===== src/rtl/als_sequencer.sv =====
// ---------------------------------------------------------------------------
// als_sequencer
// Sequences one request at a time through an external ALU, a three-step
// shifter (load / execute / capture) or a multi-cycle multiplier, and
// returns a one-cycle response pulse with the result.
//
// Parameters
//   MULT_STATE    workMult code driven on mult_state while a multiply runs
//   MULT_TIMEOUT  maximum number of cycles to wait for mult_end
//
// Optional feature (compile-time macro)
//   ALS_SEQ_OVF_TRAP_EN  when defined, an ALU overflow turns the response
//                        into an error with zero data
//
// Ports
//   Clk, reset                         clock, synchronous active-high reset
//   req_valid/req_ready                request handshake
//   req_kind, req_fn, req_shamt        request kind, function, shift amount
//   req_a, req_b                       operands
//   alu_sel, oper_a, oper_b            ALU controls / operands
//   alu_result, alu_overflow           ALU results
//   shift_reset, shift_op, shift_n,    shifter controls / operand
//   shift_in, shift_out                shifter result
//   mult_state, mult_end, mult_prod    multiplier control / completion
//   rsp_valid, rsp_lo, rsp_hi,         response pulse and held result
//   rsp_err, busy                      error flag, busy status
// ---------------------------------------------------------------------------
module als_sequencer #(
    parameter logic [5:0]  MULT_STATE   = 6'd1,
    parameter int unsigned MULT_TIMEOUT = 40
) (
    input  logic        Clk,
    input  logic        reset,
    input  logic        req_valid,
    output logic        req_ready,
    input  logic [1:0]  req_kind,
    input  logic [2:0]  req_fn,
    input  logic [4:0]  req_shamt,
    input  logic [31:0] req_a,
    input  logic [31:0] req_b,
    output logic [2:0]  alu_sel,
    output logic [31:0] oper_a,
    output logic [31:0] oper_b,
    input  logic [31:0] alu_result,
    input  logic        alu_overflow,
    output logic        shift_reset,
    output logic [2:0]  shift_op,
    output logic [4:0]  shift_n,
    output logic [31:0] shift_in,
    input  logic [31:0] shift_out,
    output logic [5:0]  mult_state,
    input  logic        mult_end,
    input  logic [63:0] mult_prod,
    output logic        rsp_valid,
    output logic [31:0] rsp_lo,
    output logic [31:0] rsp_hi,
    output logic        rsp_err,
    output logic        busy
);

    localparam int unsigned CNT_W = (MULT_TIMEOUT < 1) ? 1 : $clog2(MULT_TIMEOUT + 1);

    localparam logic [1:0] KIND_ALU   = 2'b00;
    localparam logic [1:0] KIND_SHIFT = 2'b01;
    localparam logic [1:0] KIND_MUL   = 2'b10;

    localparam logic [2:0] SH_OP_NOP  = 3'b000;
    localparam logic [2:0] SH_OP_LOAD = 3'b001;

    typedef enum logic [2:0] {
        IDLE,
        ALU,
        SH_LOAD,
        SH_EXEC,
        SH_CAP,
        MUL,
        RESP
    } state_t;

    state_t             state;
    state_t             state_nxt;

    // Request registers; the request kind lives on in the FSM state itself.
    logic [2:0]         fn_q;
    logic [4:0]         shamt_q;
    logic [31:0]        a_q;
    logic [31:0]        b_q;
    logic [CNT_W-1:0]   wait_cnt;

    logic               accept;
    logic [2:0]         fn_d;
    logic [2:0]         alu_sel_d;
    logic [2:0]         shift_op_d;
    logic [5:0]         mult_state_d;
    logic               rsp_load;
    logic [31:0]        rsp_lo_d;
    logic [31:0]        rsp_hi_d;
    logic               rsp_err_d;

`ifndef ALS_SEQ_OVF_TRAP_EN
    // Overflow is deliberately ignored when the trap is compiled out.
    logic unused_ovf;
    assign unused_ovf = alu_overflow;
`endif

    // Shifter is held in reset exactly while the block is.
    assign shift_reset = reset;

    assign oper_a   = a_q;
    assign oper_b   = b_q;
    assign shift_in = a_q;
    assign shift_n  = shamt_q;

    // State register.
    always_ff @(posedge Clk) begin
        if (reset) begin
            state <= IDLE;
        end else begin
            state <= state_nxt;
        end
    end

    // Next state, response capture and next values of the control outputs.
    always_comb begin
        state_nxt    = state;
        accept       = 1'b0;
        rsp_load     = 1'b0;
        rsp_lo_d     = 32'd0;
        rsp_hi_d     = 32'd0;
        rsp_err_d    = 1'b0;
        fn_d         = fn_q;
        alu_sel_d    = 3'b000;
        shift_op_d   = SH_OP_NOP;
        mult_state_d = 6'd0;

        case (state)
            IDLE: begin
                if (req_valid) begin
                    accept = 1'b1;
                    fn_d   = req_fn;
                    case (req_kind)
                        KIND_ALU:   state_nxt = ALU;
                        KIND_SHIFT: state_nxt = SH_LOAD;
                        KIND_MUL:   state_nxt = MUL;
                        default: begin
                            // Illegal kind: answer immediately with an error.
                            state_nxt = RESP;
                            rsp_load  = 1'b1;
                            rsp_err_d = 1'b1;
                        end
                    endcase
                end
            end
            ALU: begin
                state_nxt = RESP;
                rsp_load  = 1'b1;
                rsp_lo_d  = alu_result;
`ifdef ALS_SEQ_OVF_TRAP_EN
                if (alu_overflow) begin
                    rsp_lo_d  = 32'd0;
                    rsp_err_d = 1'b1;
                end
`endif
            end
            SH_LOAD: state_nxt = SH_EXEC;
            SH_EXEC: state_nxt = SH_CAP;
            SH_CAP: begin
                state_nxt = RESP;
                rsp_load  = 1'b1;
                rsp_lo_d  = shift_out;
            end
            MUL: begin
                // Completion wins over a timeout landing in the same cycle.
                if (mult_end) begin
                    state_nxt = RESP;
                    rsp_load  = 1'b1;
                    rsp_lo_d  = mult_prod[31:0];
                    rsp_hi_d  = mult_prod[63:32];
                end else if (wait_cnt == CNT_W'(MULT_TIMEOUT)) begin
                    state_nxt = RESP;
                    rsp_load  = 1'b1;
                    rsp_err_d = 1'b1;
                end
            end
            RESP:    state_nxt = IDLE;
            default: state_nxt = IDLE;
        endcase

        // Control outputs are registered, so decode them from the next state.
        case (state_nxt)
            ALU:     alu_sel_d    = fn_d;
            SH_LOAD: shift_op_d   = SH_OP_LOAD;
            SH_EXEC: shift_op_d   = fn_d;
            MUL:     mult_state_d = MULT_STATE;
            default: ;
        endcase
    end

    // Datapath and registered outputs.
    always_ff @(posedge Clk) begin
        if (reset) begin
            req_ready  <= 1'b1;
            busy       <= 1'b0;
            rsp_valid  <= 1'b0;
            rsp_lo     <= 32'd0;
            rsp_hi     <= 32'd0;
            rsp_err    <= 1'b0;
            alu_sel    <= 3'b000;
            shift_op   <= SH_OP_NOP;
            mult_state <= 6'd0;
            wait_cnt   <= '0;
            fn_q       <= 3'b000;
            shamt_q    <= 5'd0;
            a_q        <= 32'd0;
            b_q        <= 32'd0;
        end else begin
            req_ready  <= (state_nxt == IDLE);
            busy       <= (state_nxt != IDLE);
            rsp_valid  <= rsp_load;
            alu_sel    <= alu_sel_d;
            shift_op   <= shift_op_d;
            mult_state <= mult_state_d;
            // Counter restarts from zero on every entry into MUL.
            wait_cnt   <= (state == MUL && state_nxt == MUL) ? wait_cnt + CNT_W'(1) : '0;
            if (rsp_load) begin
                rsp_lo  <= rsp_lo_d;
                rsp_hi  <= rsp_hi_d;
                rsp_err <= rsp_err_d;
            end
            if (accept) begin
                fn_q    <= req_fn;
                shamt_q <= req_shamt;
                a_q     <= req_a;
                b_q     <= req_b;
            end
        end
    end

endmodule


===== config.mk =====
export PLATFORM = sky130hd
export DESIGN_NAME = als_sequencer
export DESIGN_NICKNAME = d
export VERILOG_FILES = /design/src/rtl/als_sequencer.sv
export SDC_FILE = /design/constraint.sdc
export NUM_CORES = 1
export LEC_CHECK = 0
export ABC_AREA = 1
export CAP_MARGIN = 10
export CORE_AREA = 4 4 149 151
export DETAILED_ROUTE_END_ITERATION = 7
export DIE_AREA = 0 0 153 155
export PLACE_DENSITY = 0.76
export SYNTH_ARGS = -nofsm -noshare
export SYNTH_HDL_FRONTEND = slang
export SYNTH_SLANG_ARGS = --single-unit

===== constraint.sdc =====
create_clock -name Clk -period 4.2 [get_ports Clk]
set_input_delay 0.42 -clock Clk [delete_from_list [all_inputs] [get_ports Clk]]
set_output_delay 0.42 -clock Clk [all_outputs]
set_load 0.02 [all_outputs]

==> flow_metrics.py, run 1 <==
metrics = {
    "run_status": {
        "status": "completed",
    },
    "route": {
        "antenna_left": 0,
        "num_vias": 7010,
        "route.detailed.drc": 0,
        "drt-initial-drc-count": 448,
        "wl_per_cell_um": 16.09,
        "wirelength_um": 23800,
        "dr.pass1.iters": 5,
        "drt-vias-per-instance": 4.740,
    },
    "finish": {
        "final_cell_mix": "381 x clkdlybuf4s50_1, 225 x nand2_1, 156 x dfxtp_1, 144 x a21oi_1, 111 x nand3_1",
        "fillCellCount": 1960,
        "fin_nets": 1400,
        "drive_above_1_share_pct": 4.319,
        "area_delta_synth_final_pct": 63.82,
        "postLayoutCoreUtil_pct": 52.19,
        "final_common_cell": "clkdlybuf4s50_1",
        "final_area_um2": 10870,
        "diodes": 0,
    },
    "grt": {
        "grtUsageTotal_pct": 18.91,
        "grt_pass1_vias": 6743,
        "grt_first_pass_wirelength_um": 36440,
        "grt_overflow": 0,
        "grt_max_degree": 91,
        "grt_antenna_before_repair": 1,
    },
    "synthesis": {
        "syn_area_um2": 6634,
        "synth_cells": 884,
        "ys_ff_latch": 156,
        "synth_area_per_cell_um2": 7.504,
        "ys_warn_count": 0,
        "synth.distinct_cells": 28,
        "seq_area_frac_synth_pct": 47.08,
    },
    "job": {
        "cap_violations": 0,
    },
    "clock_network": {
        "post_cts_buffers": 0,
        "clk_path_buf_depth": 2,
        "cts_tree": "built",
        "clk_latency_ns": 0.42,
        "ctsHoldBuffers": 0,
        "cts_sinks": 156,
        "path_clk_slew_ns": 0.08,
        "cts_resized": 0,
        "cts.htree.levels": 4,
        "root_buffer": "clkbuf_16",
        "cts_buffers": 17,
    },
    "power_and_ir_drop": {
        "leakage_uw": 0.004210,
        "power_frac_clock_pct": 29.4,
        "ir_worst_vdd_uv": 274.9,
        "powerDensity_nw_per_um2": 468.9,
        "pwr-share-comb_pct": 35.2,
        "intPower_uw": 3294,
        "switching_share_pct": 35.35,
        "fin_total_pwr_uw": 5096,
        "switchingPower_uw": 1801,
        "p_seq_share_pct": 35.4,
    },
    "floorplan": {
        "die_y_um": 155,
        "io_pins": 389,
        "start_util_pct": 31.86,
        "die_w_um": 153,
        "fp-row-count": 53,
        "die-area_um2": 23720,
        "core-area_um2": 20820,
    },
    "sta": {
        "drv_slew": 0,
        "tightest_slew_ns": 1.084,
        "fin_crit_sh_pct": 58.73,
        "fmax_mhz": 405.4,
        "relSlewSlack_pct": 27.64,
        "finalHoldViolations": 0,
        "fin_setup_tns_ns": 0,
        "finClkSkew_ns": 0.01350,
        "finalCriticalPeriod_ns": 2.467,
        "grt_setup_unrepaired": "false",
        "setup_viol": 0,
    },
    "critical_path": {
        "arrival_ns": 2.81,
        "crit_path_start_kind": "flip-flop",
        "cp.required_ns": 4.54,
        "path_class": "flip-flop to flip-flop",
        "cp_max_fo": 46,
        "critPathCaptureType": "flip-flop",
    },
    "place": {
        "hpwlAfterDp_um": 16890,
        "io_buffers": 382,
        "place_area_um2": 10290,
        "gp_congestion": 0.8742,
    },
    "hold_path": {
        "hold_path.class": "flip-flop to flip-flop",
    },
}
-- cell usage after synthesis --
| cell type | instances | area share [%] |
|---|---|---|
| nand3_1 | 111 | 8.4 |
| nand3_4 | 1 | 0.26 |
| buf_1 | 1 | 0.057 |
| nor2_4 | 1 | 0.17 |
| nand3_2 | 1 | 0.15 |
| ha_1 | 2 | 0.38 |
| o21ai_0 | 3 | 0.23 |
| a21oi_1 | 144 | 11 |
| nor2_1 | 45 | 2.5 |
| buf_2 | 32 | 2.4 |
| nor2_2 | 1 | 0.094 |
| nand4_1 | 1 | 0.094 |
| a22oi_1 | 24 | 2.7 |
| conb_1 | 1 | 0.057 |
| or2_2 | 3 | 0.28 |
| inv_1 | 21 | 1.2 |
| o21ai_1 | 3 | 0.23 |
| dfxtp_1 | 156 | 47 |
| nand3b_1 | 24 | 2.7 |
| inv_2 | 4 | 0.23 |
| nor3_1 | 3 | 0.23 |
| clkbuf_1 | 32 | 1.8 |
| buf_4 | 41 | 4.6 |
| nand2_1 | 225 | 13 |
| xor2_1 | 1 | 0.13 |
| nor3b_1 | 1 | 0.11 |
| xnor2_1 | 1 | 0.13 |
| nand2_2 | 1 | 0.094 |
-- kinds of logic (layout without fill, tap and decap cells) --
family,count (synthesis),after routing,share of synthesized area [%]
and+or+nand+nor,418,418,27.86
AOI/OAI and AO/OA,174,174,14.03
DFF,156,156,47.08
buffers and inverters,131,447,10.34
adders and majority gates,2,2,0.3772
xor gates and xnor gates,2,2,0.2641
other,1,5,0.05653
-- stage by stage --
| stage | hold slack (ns) | instances | worst slack (ns) |
|---|---|---|---|
| floorplan | 0.4407 | 888 | 2.709 |
| global placement | 0.4503 | 1447 | 1.573 |
| detailed placement | 0.4552 | 1447 | 1.552 |
| CTS | 0.4666 | 1479 | 1.646 |
| global route | 0.4806 | 1479 | 1.451 |
| finish | 0.4643 | 1479 | 1.733 |
-- worst max-delay path, stage by stage (launching register included) --
cell      delay [ns]
dfxtp_1         0.32
inv_2           0.48
nand3_4         0.21
inv_2           0.13
nand3_4         0.39
buf_4           0.47
nand3b_1        0.16
nand2_1         0.08
nor2_1          0.11
-- registers in the layout, indices dropped and copies added (netlist names), 3 cells and up --
signal / flops
wait_cnt: 6
shift_op: 3
oper_b: 32
state: 3
rsp_lo: 32
shift_n: 5
oper_a: 32
fn_q: 3
rsp_hi: 32
alu_sel: 3
-- power by group through the flow --
stage	Sequential, uW	Clock [uW]	Combinational, uW
finish	1810	1500	1790
global route	1830	1610	1950
CTS	1810	1550	1820
detailed placement	1840	0	1810
global placement	1830	0	1790
floorplan	2070	0	789
-- layer usage --
metal  part of all wire, %  GRT usage [%]
met4                   2.5          6.279
met3                   7.6          6.120
met5                 0.055              0
met1                    41          22.91
met2                    49          31.91
-- area by class of cell --
cell class	count	area, um2	area share, %
Tap cell	275	344.1	3.166
Multi-Input combinational cell	601	2853	26.25
Timing Repair Buffer	390	3881	35.71
Inverter	25	93.84	0.8635
Clock inverter	14	143.9	1.324
Clock buffer	18	429.2	3.949
Sequential cell	156	3123	28.74
-- worst paths after layout --
check	start	to	slack [ns]	cells past startpoint
max	state[2]	rsp_hi[27]	1.73	8
min	oper_b[22]	oper_b[22]	0.46	2
max reg2reg	state[2]	rsp_hi[27]	1.73	8
min reg2reg	oper_b[22]	oper_b[22]	0.46	2
(Power assumes the default switching activity.)
==> run 2: changes to the inputs <==
PLACE_DENSITY = 0.79   (was 0.76)
clock period = 2.2 ns   (was 4.2 ns; I/O delays follow)
==> run 2 against run 1 <==
Flip-flop and latch count unchanged; non-clock buffer count increased by 9; sequential share of layout area decreased by 0.42 points; clock power increased by 95%; critical endpoint is now rsp_hi[24].
==> flow_metrics.py, run 2 (same netlist as run 1, synthesis figures left out) <==
metrics = {
    "clock_network": {
        "cts.htree.levels": 4,
        "root_buffer": "clkbuf_16",
        "post_cts_buffers": 0,
        "clk_latency_ns": 0.41,
        "clk_path_buf_depth": 2,
        "cts_resized": 0,
        "path_clk_slew_ns": 0.07,
        "cts_sinks": 156,
        "cts_tree": "built",
        "cts_buffers": 17,
        "ctsHoldBuffers": 0,
    },
    "route": {
        "wl_per_cell_um": 16.05,
        "wirelength_um": 23900,
        "antenna_left": 0,
        "wl_met3_um": 1901,
        "dr.pass1.iters": 5,
        "wirelength_met1_um": 9778,
        "highest_layer": "met4",
        "num_vias": 7069,
        "met2_length_um": 11830,
        "drt-vias-per-instance": 4.747,
        "route.detailed.drc": 0,
        "drt-initial-drc-count": 385,
    },
    "floorplan": {
        "die-area_um2": 23720,
        "io_pins": 389,
        "start_util_pct": 31.86,
        "die_w_um": 153,
        "core-area_um2": 20820,
        "fp-row-count": 53,
        "die_y_um": 155,
    },
    "finish": {
        "area_delta_synth_final_pct": 66.24,
        "final_common_cell": "clkdlybuf4s50_1",
        "final_cell_mix": "381 x clkdlybuf4s50_1, 225 x nand2_1, 156 x dfxtp_1, 144 x a21oi_1, 111 x nand3_1",
        "fillCellCount": 1959,
        "seq_area_um2": 3123,
        "multi_input_area_um2": 2853,
        "drive_above_1_share_pct": 5.111,
        "postLayoutCoreUtil_pct": 52.96,
        "fin_nets": 1409,
    },
    "critical_path": {
        "cp_max_fo": 41,
        "path_class": "flip-flop to flip-flop",
        "crit_path_frequent_cell": "nand2_1",
        "cp.required_ns": 2.50,
        "crit_chain": "buf_4, nand2_1, nor2_1, nand2_1, nand2_4, buf_12, nand3b_1, nand2_1, nor2_1",
        "crit_path_start_kind": "flip-flop",
        "max_stage_delay_ns": 0.47,
        "critPathSlowestCell": "dfxtp_1",
        "arrival_ns": 2.11,
        "path_delay_family": "simple AND/OR/NAND/NOR gates",
        "critPathCaptureType": "flip-flop",
        "cp_num_buf_inv": 2,
    },
    "grt": {
        "grtUsageTotal_pct": 18.90,
        "grt_pass1_vias": 6667,
        "grt_max_degree": 94,
        "grt_overflow": 0,
        "grt_antenna_before_repair": 1,
        "grt_first_pass_wirelength_um": 36470,
    },
    "place": {
        "hpwlAfterDp_um": 17480,
        "gp_congestion": 0.8959,
        "io_buffers": 382,
    },
    "power_and_ir_drop": {
        "fin_total_pwr_uw": 9887,
        "leakage_uw": 0.004290,
        "ir_worst_vdd_uv": 537.3,
        "powerDensity_nw_per_um2": 896.6,
    },
    "hold_path": {
        "hold_path.class": "primary input to flip-flop",
    },
    "run_status": {
        "status": "completed",
    },
    "sta": {
        "fin_crit_sh_pct": 82.21,
        "setup_viol": 0,
        "fmax_mhz": 552.9,
        "hold_ws_ns": 0.1989,
        "drv_slew": 0,
        "fin_setup_tns_ns": 0,
        "finalCriticalPeriod_ns": 1.809,
        "finClkSkew_ns": 0.01001,
        "finalHoldViolations": 0,
        "grt_setup_unrepaired": "false",
    },
    "job": {
        "cap_violations": 0,
    },
}
-- run 2: worst paths after layout --
kind | cells past startpoint | slack [ns] | to | from
worst max-delay path | 9 | 0.39 | rsp_hi[24] | state[2]
worst min register to register | 2 | 0.46 | oper_b[3] | oper_b[3]
worst max register to register | 9 | 0.39 | rsp_hi[24] | state[2]
worst min-delay path | 2 | 0.20 | rsp_lo[12] | reset
-- run 2: power by group --
| part | internal (uW) | switching, uW |
|---|---|---|
| logic | 1610 | 1900 |
| clock network | 1640 | 1280 |
| registers | 3230 | 224 |
-- run 2: layer usage --
metal	global-route usage, %	up-vias
met5	0	-
met4	4.752	0
met3	6.592	21
met2	32.69	262
met1	22.57	3265
li1	-	3521
-- run 2: cell type report --
| class | count | share of cell area [%] |
|---|---|---|
| clock buffers | 18 | 3.982 |
| repair buffers | 399 | 36.49 |
| multi-input cells | 601 | 25.87 |
| well taps | 275 | 3.120 |
| flip-flops and latches | 156 | 28.32 |
| diodes | 1 | 0.02269 |
| inverters | 25 | 0.8509 |
| clock inverters | 14 | 1.350 |
-- run 2: worst register-to-register path, stage by stage (launching register included) --
cell      delay, ns
dfxtp_1        0.47
buf_4          0.26
nand2_1        0.09
nor2_1         0.09
nand2_1        0.09
nand2_4        0.24
buf_12         0.25
nand3b_1       0.12
nand2_1        0.07
nor2_1         0.04
-- run 2: stage by stage --
stage | instances | setup slack, ns | instance area [um2]
after floorplan | 888 | 0.7091 | 6649
after global placement | 1456 | 0.1844 | 10440
after detailed placement | 1456 | 0.1471 | 10440
after CTS | 1488 | 0.3521 | 11030
after global routing | 1489 | 0.1627 | 11030
final | 1489 | 0.3915 | 11030
==> run 3: changes to the inputs <==
clock period = 1.5 ns   (was 2.2 ns; I/O delays follow)
==> run 3 against run 2 <==
Die area stayed put; flip-flop and latch count stayed put; highest routed layer unchanged; global-route usage is 1.6 points higher; first-iteration DRC count is 15% higher; sequential power is 46% higher; fmax is 27% higher; via count is 4.6% higher; sequential share of layout area is 0.84 points lower; largest cell class unchanged; cell area is 3.3% higher; clock power is 52% higher.
==> flow_metrics.py, run 3 (same netlist as run 1, synthesis figures left out) <==
metrics = {
    "run_status": {
        "status": "completed",
    },
    "floorplan": {
        "die_w_um": 153,
        "die_y_um": 155,
        "core-area_um2": 20820,
        "die-area_um2": 23720,
        "fp-row-count": 53,
        "io_pins": 389,
        "start_util_pct": 31.86,
    },
    "hold_path": {
        "holdPathStages": 4,
        "hold_path.class": "primary input to flip-flop",
    },
    "power_and_ir_drop": {
        "powerDensity_nw_per_um2": 1309,
        "ir_worst_vdd_uv": 861.5,
        "leakage_uw": 0.005259,
        "fin_total_pwr_uw": 14910,
    },
    "critical_path": {
        "cp_num_buf_inv": 3,
        "r2r_slack_ns": 0.08,
        "path_class": "flip-flop to flip-flop",
        "critPathSlowestCell": "dfxtp_2",
        "path_delay_family": "simple AND/OR/NAND/NOR gates",
        "max_stage_delay_ns": 0.32,
        "cp.required_ns": 1.81,
        "reg2reg_to": "rsp_hi[15]",
        "cp_max_fo": 8,
        "rr_startpoint": "wait_cnt[1]",
        "crit_end": "rsp_hi[15]",
        "critPathCaptureType": "flip-flop",
        "crit_chain": "inv_2, ha_4, nand2_2, inv_2, nand3_4, nand2_8, nand2_8, buf_4, a22oi_1, nor2_1",
        "r2r_cells": 10,
        "crit_start": "wait_cnt[1]",
        "arrival_ns": 1.73,
        "cp.depth": 10,
        "crit_path_start_kind": "flip-flop",
    },
    "sta": {
        "grt_setup_unrepaired": "true",
        "finalHoldViolations": 0,
        "drv_slew": 0,
        "finalCriticalPeriod_ns": 1.423,
        "fin_crit_sh_pct": 94.87,
        "finClkSkew_ns": 0.01514,
        "fmax_mhz": 702.7,
        "setup_viol": 0,
        "fin_setup_tns_ns": 0,
    },
    "finish": {
        "layout.cells.non_filler": 1519,
        "final_cell_mix": "222 x nand2_1, 205 x clkdlybuf4s50_1, 176 x dlygate4sd2_1, 151 x dfxtp_1, 141 x a21oi_1",
        "area_delta_synth_final_pct": 71.67,
        "drive_above_1_share_pct": 9.501,
        "fin_nets": 1438,
        "final_common_cell": "nand2_1",
        "postLayoutCoreUtil_pct": 54.69,
    },
    "clock_network": {
        "ctsHoldBuffers": 0,
        "cts_sinks": 156,
        "cts.htree.levels": 4,
        "root_buffer": "clkbuf_16",
        "path_clk_slew_ns": 0.07,
        "clk_path_buf_depth": 2,
        "cts_tree": "built",
        "clk_latency_ns": 0.43,
        "cts_buffers": 17,
    },
    "route": {
        "num_vias": 7392,
        "dr.pass1.iters": 5,
        "drt-initial-drc-count": 441,
        "route.detailed.drc": 0,
        "wl_per_cell_um": 17.03,
        "antenna_left": 0,
        "drt-vias-per-instance": 4.866,
        "wirelength_um": 25870,
    },
    "grt": {
        "grt_max_degree": 73,
        "grtUsageTotal_pct": 20.50,
        "grt_first_pass_wirelength_um": 39470,
        "grt_overflow": 0,
        "grt_pass1_vias": 7247,
        "grt_antenna_before_repair": 2,
    },
    "place": {
        "dpl.cell_count": 1476,
        "io_buffers": 382,
        "hpwlAfterDp_um": 18370,
        "gp_congestion": 0.8863,
    },
    "job": {
        "cap_violations": 0,
    },
}
## run 3: cell count changes in the layout (fill, tap and decap cells not counted), moves of 6 or more
| cell | before | now |
|---|---|---|
| buf_4 | 12 | 25 |
| clkdlybuf4s50_1 | 381 | 205 |
| dlygate4sd2_1 | 0 | 176 |
| nor2_1 | 45 | 39 |
## run 3: power by group
| group | internal (uW) | switching (uW) |
|---|---|---|
| registers | 4740 | 316 |
| clock network | 2410 | 2030 |
| logic | 2370 | 3050 |
| total | 9510 | 5390 |
## run 3: what timing repair did
item,in CTS,in global routing
gates cloned,3,5
setup endpoints to repair,228,77
pin swaps,1,8
setup buffers,0,1
resized for setup,186,33
## run 3: metal layers
| layer | global-route usage (%) | share of wire [%] | vias to the layer above |
|---|---|---|---|
| li1 | - | - | 3590 |
| met1 | 24.67 | 41 | 3470 |
| met2 | 34.88 | 49 | 294 |
| met3 | 6.203 | 7.7 | 38 |
| met4 | 7.255 | 2.5 | 0 |
| met5 | 0 | 0 | - |
## run 3: layout make-up
cell class                      count  area (um2)
Sequential cell                   156        3129
Multi-Input combinational cell    603        3008
Inverter                           25       93.84
Antenna cell                        2       5.005
Clock buffer                       17       425.4
Timing Repair Buffer              426        4193
Fill cell                        2008        9434
Tap cell                          275       344.1
Clock inverter                     15       190.2
## run 3: worst min-delay path, stage by stage
cell	delay (ns)
buf_4	0.16
inv_1	0.15
nand2_1	0.13
inv_1	0.04
## run 3: worst min path at each step
stage	from	end	slack (ns)
2_1_floorplan	req_a[31]	oper_a[31]	0.29
3_3_place_gp	oper_b[7]	oper_b[7]	0.45
3_5_place_dp	oper_b[6]	oper_b[6]	0.46
4_1_cts	reset	state[1]	0.24
5_1_grt	reset	state[2]	0.26
6_report	reset	state[2]	0.25
## run 3: stage by stage
| step | cell area (um2) | worst slack, ns | hold WS, ns |
|---|---|---|---|
| 3_5_place_dp | 10650 | -0.1398 | 0.4552 |
| 2_1_floorplan | 6649 | 0.009057 | 0.2929 |
| 4_1_cts | 11140 | -0.01524 | 0.2396 |
| 6_report | 11390 | 0.07693 | 0.2526 |
| 3_3_place_gp | 10650 | -0.09499 | 0.4505 |
| 5_1_grt | 11390 | -0.04195 | 0.2607 |
==> patch: new RTL, config.mk and constraints of run 2 <==
Put one more register stage on the output `rsp_err`, cleared by the reset. The value now appears one clock later. The other outputs are not delayed to match.
--- a/src/rtl/als_sequencer.sv
+++ b/src/rtl/als_sequencer.sv
@@ -77,6 +77,8 @@
         RESP
     } state_t;
 
+    logic rsp_err_s0;
+
     state_t             state;
     state_t             state_nxt;
 
@@ -204,7 +206,7 @@
             rsp_valid  <= 1'b0;
             rsp_lo     <= 32'd0;
             rsp_hi     <= 32'd0;
-            rsp_err    <= 1'b0;
+            rsp_err_s0 <= 1'b0;
             alu_sel    <= 3'b000;
             shift_op   <= SH_OP_NOP;
             mult_state <= 6'd0;
@@ -225,7 +227,7 @@
             if (rsp_load) begin
                 rsp_lo  <= rsp_lo_d;
                 rsp_hi  <= rsp_hi_d;
-                rsp_err <= rsp_err_d;
+                rsp_err_s0 <= rsp_err_d;
             end
             if (accept) begin
                 fn_q    <= req_fn;
@@ -236,5 +238,13 @@
         end
     end
 
+    always_ff @(posedge Clk) begin
+        if (reset) begin
+            rsp_err <= '0;
+        end else begin
+            rsp_err <= rsp_err_s0;
+        end
+    end
+
 endmodule
 
Function: changed (a bounded check fails within 4 cycles, from zero or initial values and one cycle with reset high).
==> patch against run 2 <==
Sequential cell count rose by 1; worst setup slack got worse by 0.053 ns; routed wire length fell by 5.7%; die area did not move; area after synthesis rose by 0.30%; synthesized cell count fell by 0.23%; power fell by 3.4%; global-route usage fell by 0.99 points; design area fell by 0.50%; critical path type unchanged.
==> patch: results (changes against run 2) <==
Clock tree
The post-CTS setup buffer count came to 0 (unchanged). The latest clock arrival within the worst-skew pair is 0.41 ns (about the same). The root cell of the clock tree is sky130_fd_sc_hd__clkbuf_16. The largest buffer count on any clock path was 2 (unchanged).

The number of CTS-inserted buffers was 17 (unchanged).

Detailed routing
The final routed wire length divided by cell count is 15.15 um (-5.6%). The via count was 6970 (-1.4%). The first-iteration detailed-routing DRC count is 362 (-6.0%). The aggregate routed wire length is 22540 um (-5.7%). The first-pass iteration count of the detailed router is 5 (unchanged). The number of nets still failing antenna checks after routing is 0 (unchanged).

Worst setup path
The peak fanout along the critical path is 63 (+54%). The family with the most delay on the worst path is simple AND/OR/NAND/NOR gates. The slack of the worst reg-to-reg path is 0.34 ns (-0.05 ns). The destination of the critical timing path is rsp_lo[29]$_SDFFE_PP0P_. The data arrival at the endpoint of the critical path is 2.19 ns (+0.08 ns). The critical path's largest stage delay is 0.39 ns (-0.08 ns). The launching instance or port of the critical path is wait_cnt[0]$_SDFF_PP0_. The number of cells on the worst reg-to-reg path is 10 (+1).

Final layout
The share of cells above drive strength 1 is 4.538% (-0.57 points). The number of filler instances in the final layout is 1996 (+1.9%). The number of nets in the finished design is 1408 (-0.071%).

Min path
The startpoint identified for the worst hold timing path is reset. The hold path depth is 3 (+1). The kind of path behind the tightest hold check is input port to register. The worst hold path endpoint is rsp_lo[2]$_SDFFE_PP0P_.

Power and ir drop
The worst voltage drop across the vdd grid was 459.8 uV (-14%). The leakage power figure is 4.225 nW (-1.5%).

Yosys
The fraction of the mapped netlist area in compound gates came to 16.36% (+2.3 points). The post-synthesis xor/xnor area fraction is 0.2633% (-0.00079 points). The share of flip-flops with an asynchronous set or reset is 0% (unchanged). The gate count of the mapped netlist came to 882 (-0.23%).

The sequential-to-total area share from yosys stat is 47.24% (+0.16 points). The adder-cell area share of the yosys netlist was 0.3761% (-0.0011 points). By count the netlist is led by sky130_fd_sc_hd__nand2_1 (196), sky130_fd_sc_hd__dfxtp_1 (157), sky130_fd_sc_hd__a21oi_1 (146). In the post-synthesis netlist, the biggest area contributors are sky130_fd_sc_hd__dfxtp_1 (47%), sky130_fd_sc_hd__nand2_1 (11%), sky130_fd_sc_hd__a21oi_1 (11%).

GRT
The pin count of the biggest net entering global routing is 119 (+27%). The number of global-route vias before repair is 6709 (+0.63%). The wire length of the first global-routing pass was 34820 um (-4.5%).

The number of antenna violations at the first check in global routing came to 0 (-1). The total track usage is 17.91% (-0.99 points).

STA
The share of the cycle needed by the critical path after routing came to 84.63% (+2.4 points). The worst clock skew is 0.009375 ns (-0.0006352 ns). The worst slack on hold paths was 0.3365 ns (+0.1376 ns).

Placement
The placer congestion estimate was 0.8507 (-5.0%). The post-placement worst setup slack is 0.2449 ns (+0.09774 ns). The number of cells in the design after placement was 1455 (-0.069%). The estimated wirelength of the detail-placed design came to 16530 um (-5.4%).

Run status
The flow ran to the end, and the final reports show no timing, DRC or antenna violations.
patch: cell types whose count changed after synthesis, sizes merged:
cell,delta
a22oi,-1
nand2,-28
a21oi,+2
nand3b,-1
clkinv,+2
clkbuf,-5
o21ai,+31
inv,+29
dfxtp,+1
or2,-1
nand3,-31
patch: logic make-up (layout without fill, tap and decap cells):
family	after synthesis	count (layout)
and+or+nand+nor	357	357
AOI/OAI and AO/OA	206	206
DFF	157	157
buffers and inverters	157	483
adders and majority gates	2	2
xor gates and xnor gates	2	2
other	1	6
patch: per-stage QoR:
stage | utilization [%] | cell area, um^2
3_3_place_gp | 50.00 | 10410
4_1_cts | 52.69 | 10970
3_5_place_dp | 50.00 | 10410
2_1_floorplan | - | 6669
5_1_grt | 52.69 | 10970
6_report | 52.70 | 10970
patch: final cells by class:
class	count	share of cell area, %
Multi-Input combinational cell	572	24.78
Tap cell	275	3.136
Clock inverter	14	1.186
Sequential cell	157	28.64
Clock buffer	18	3.911
Inverter	56	1.927
Timing Repair Buffer	395	36.40
Antenna cell	1	0.02281
patch: metal layers:
metal  wire (um)  global-route usage (%)  vias to the layer above
met5           0                       0                        -
met4         790                   8.273                        0
met3        1714                   5.730                       46
met2       11350                   31.13                      272
met1        8684                   20.04                     3164
li1            -                       -                     3488
patch: power breakdown:
part           internal (mW)  switching [mW]
combinational           1.56            1.78
clock                   1.49            1.27
sequential              3.24           0.212
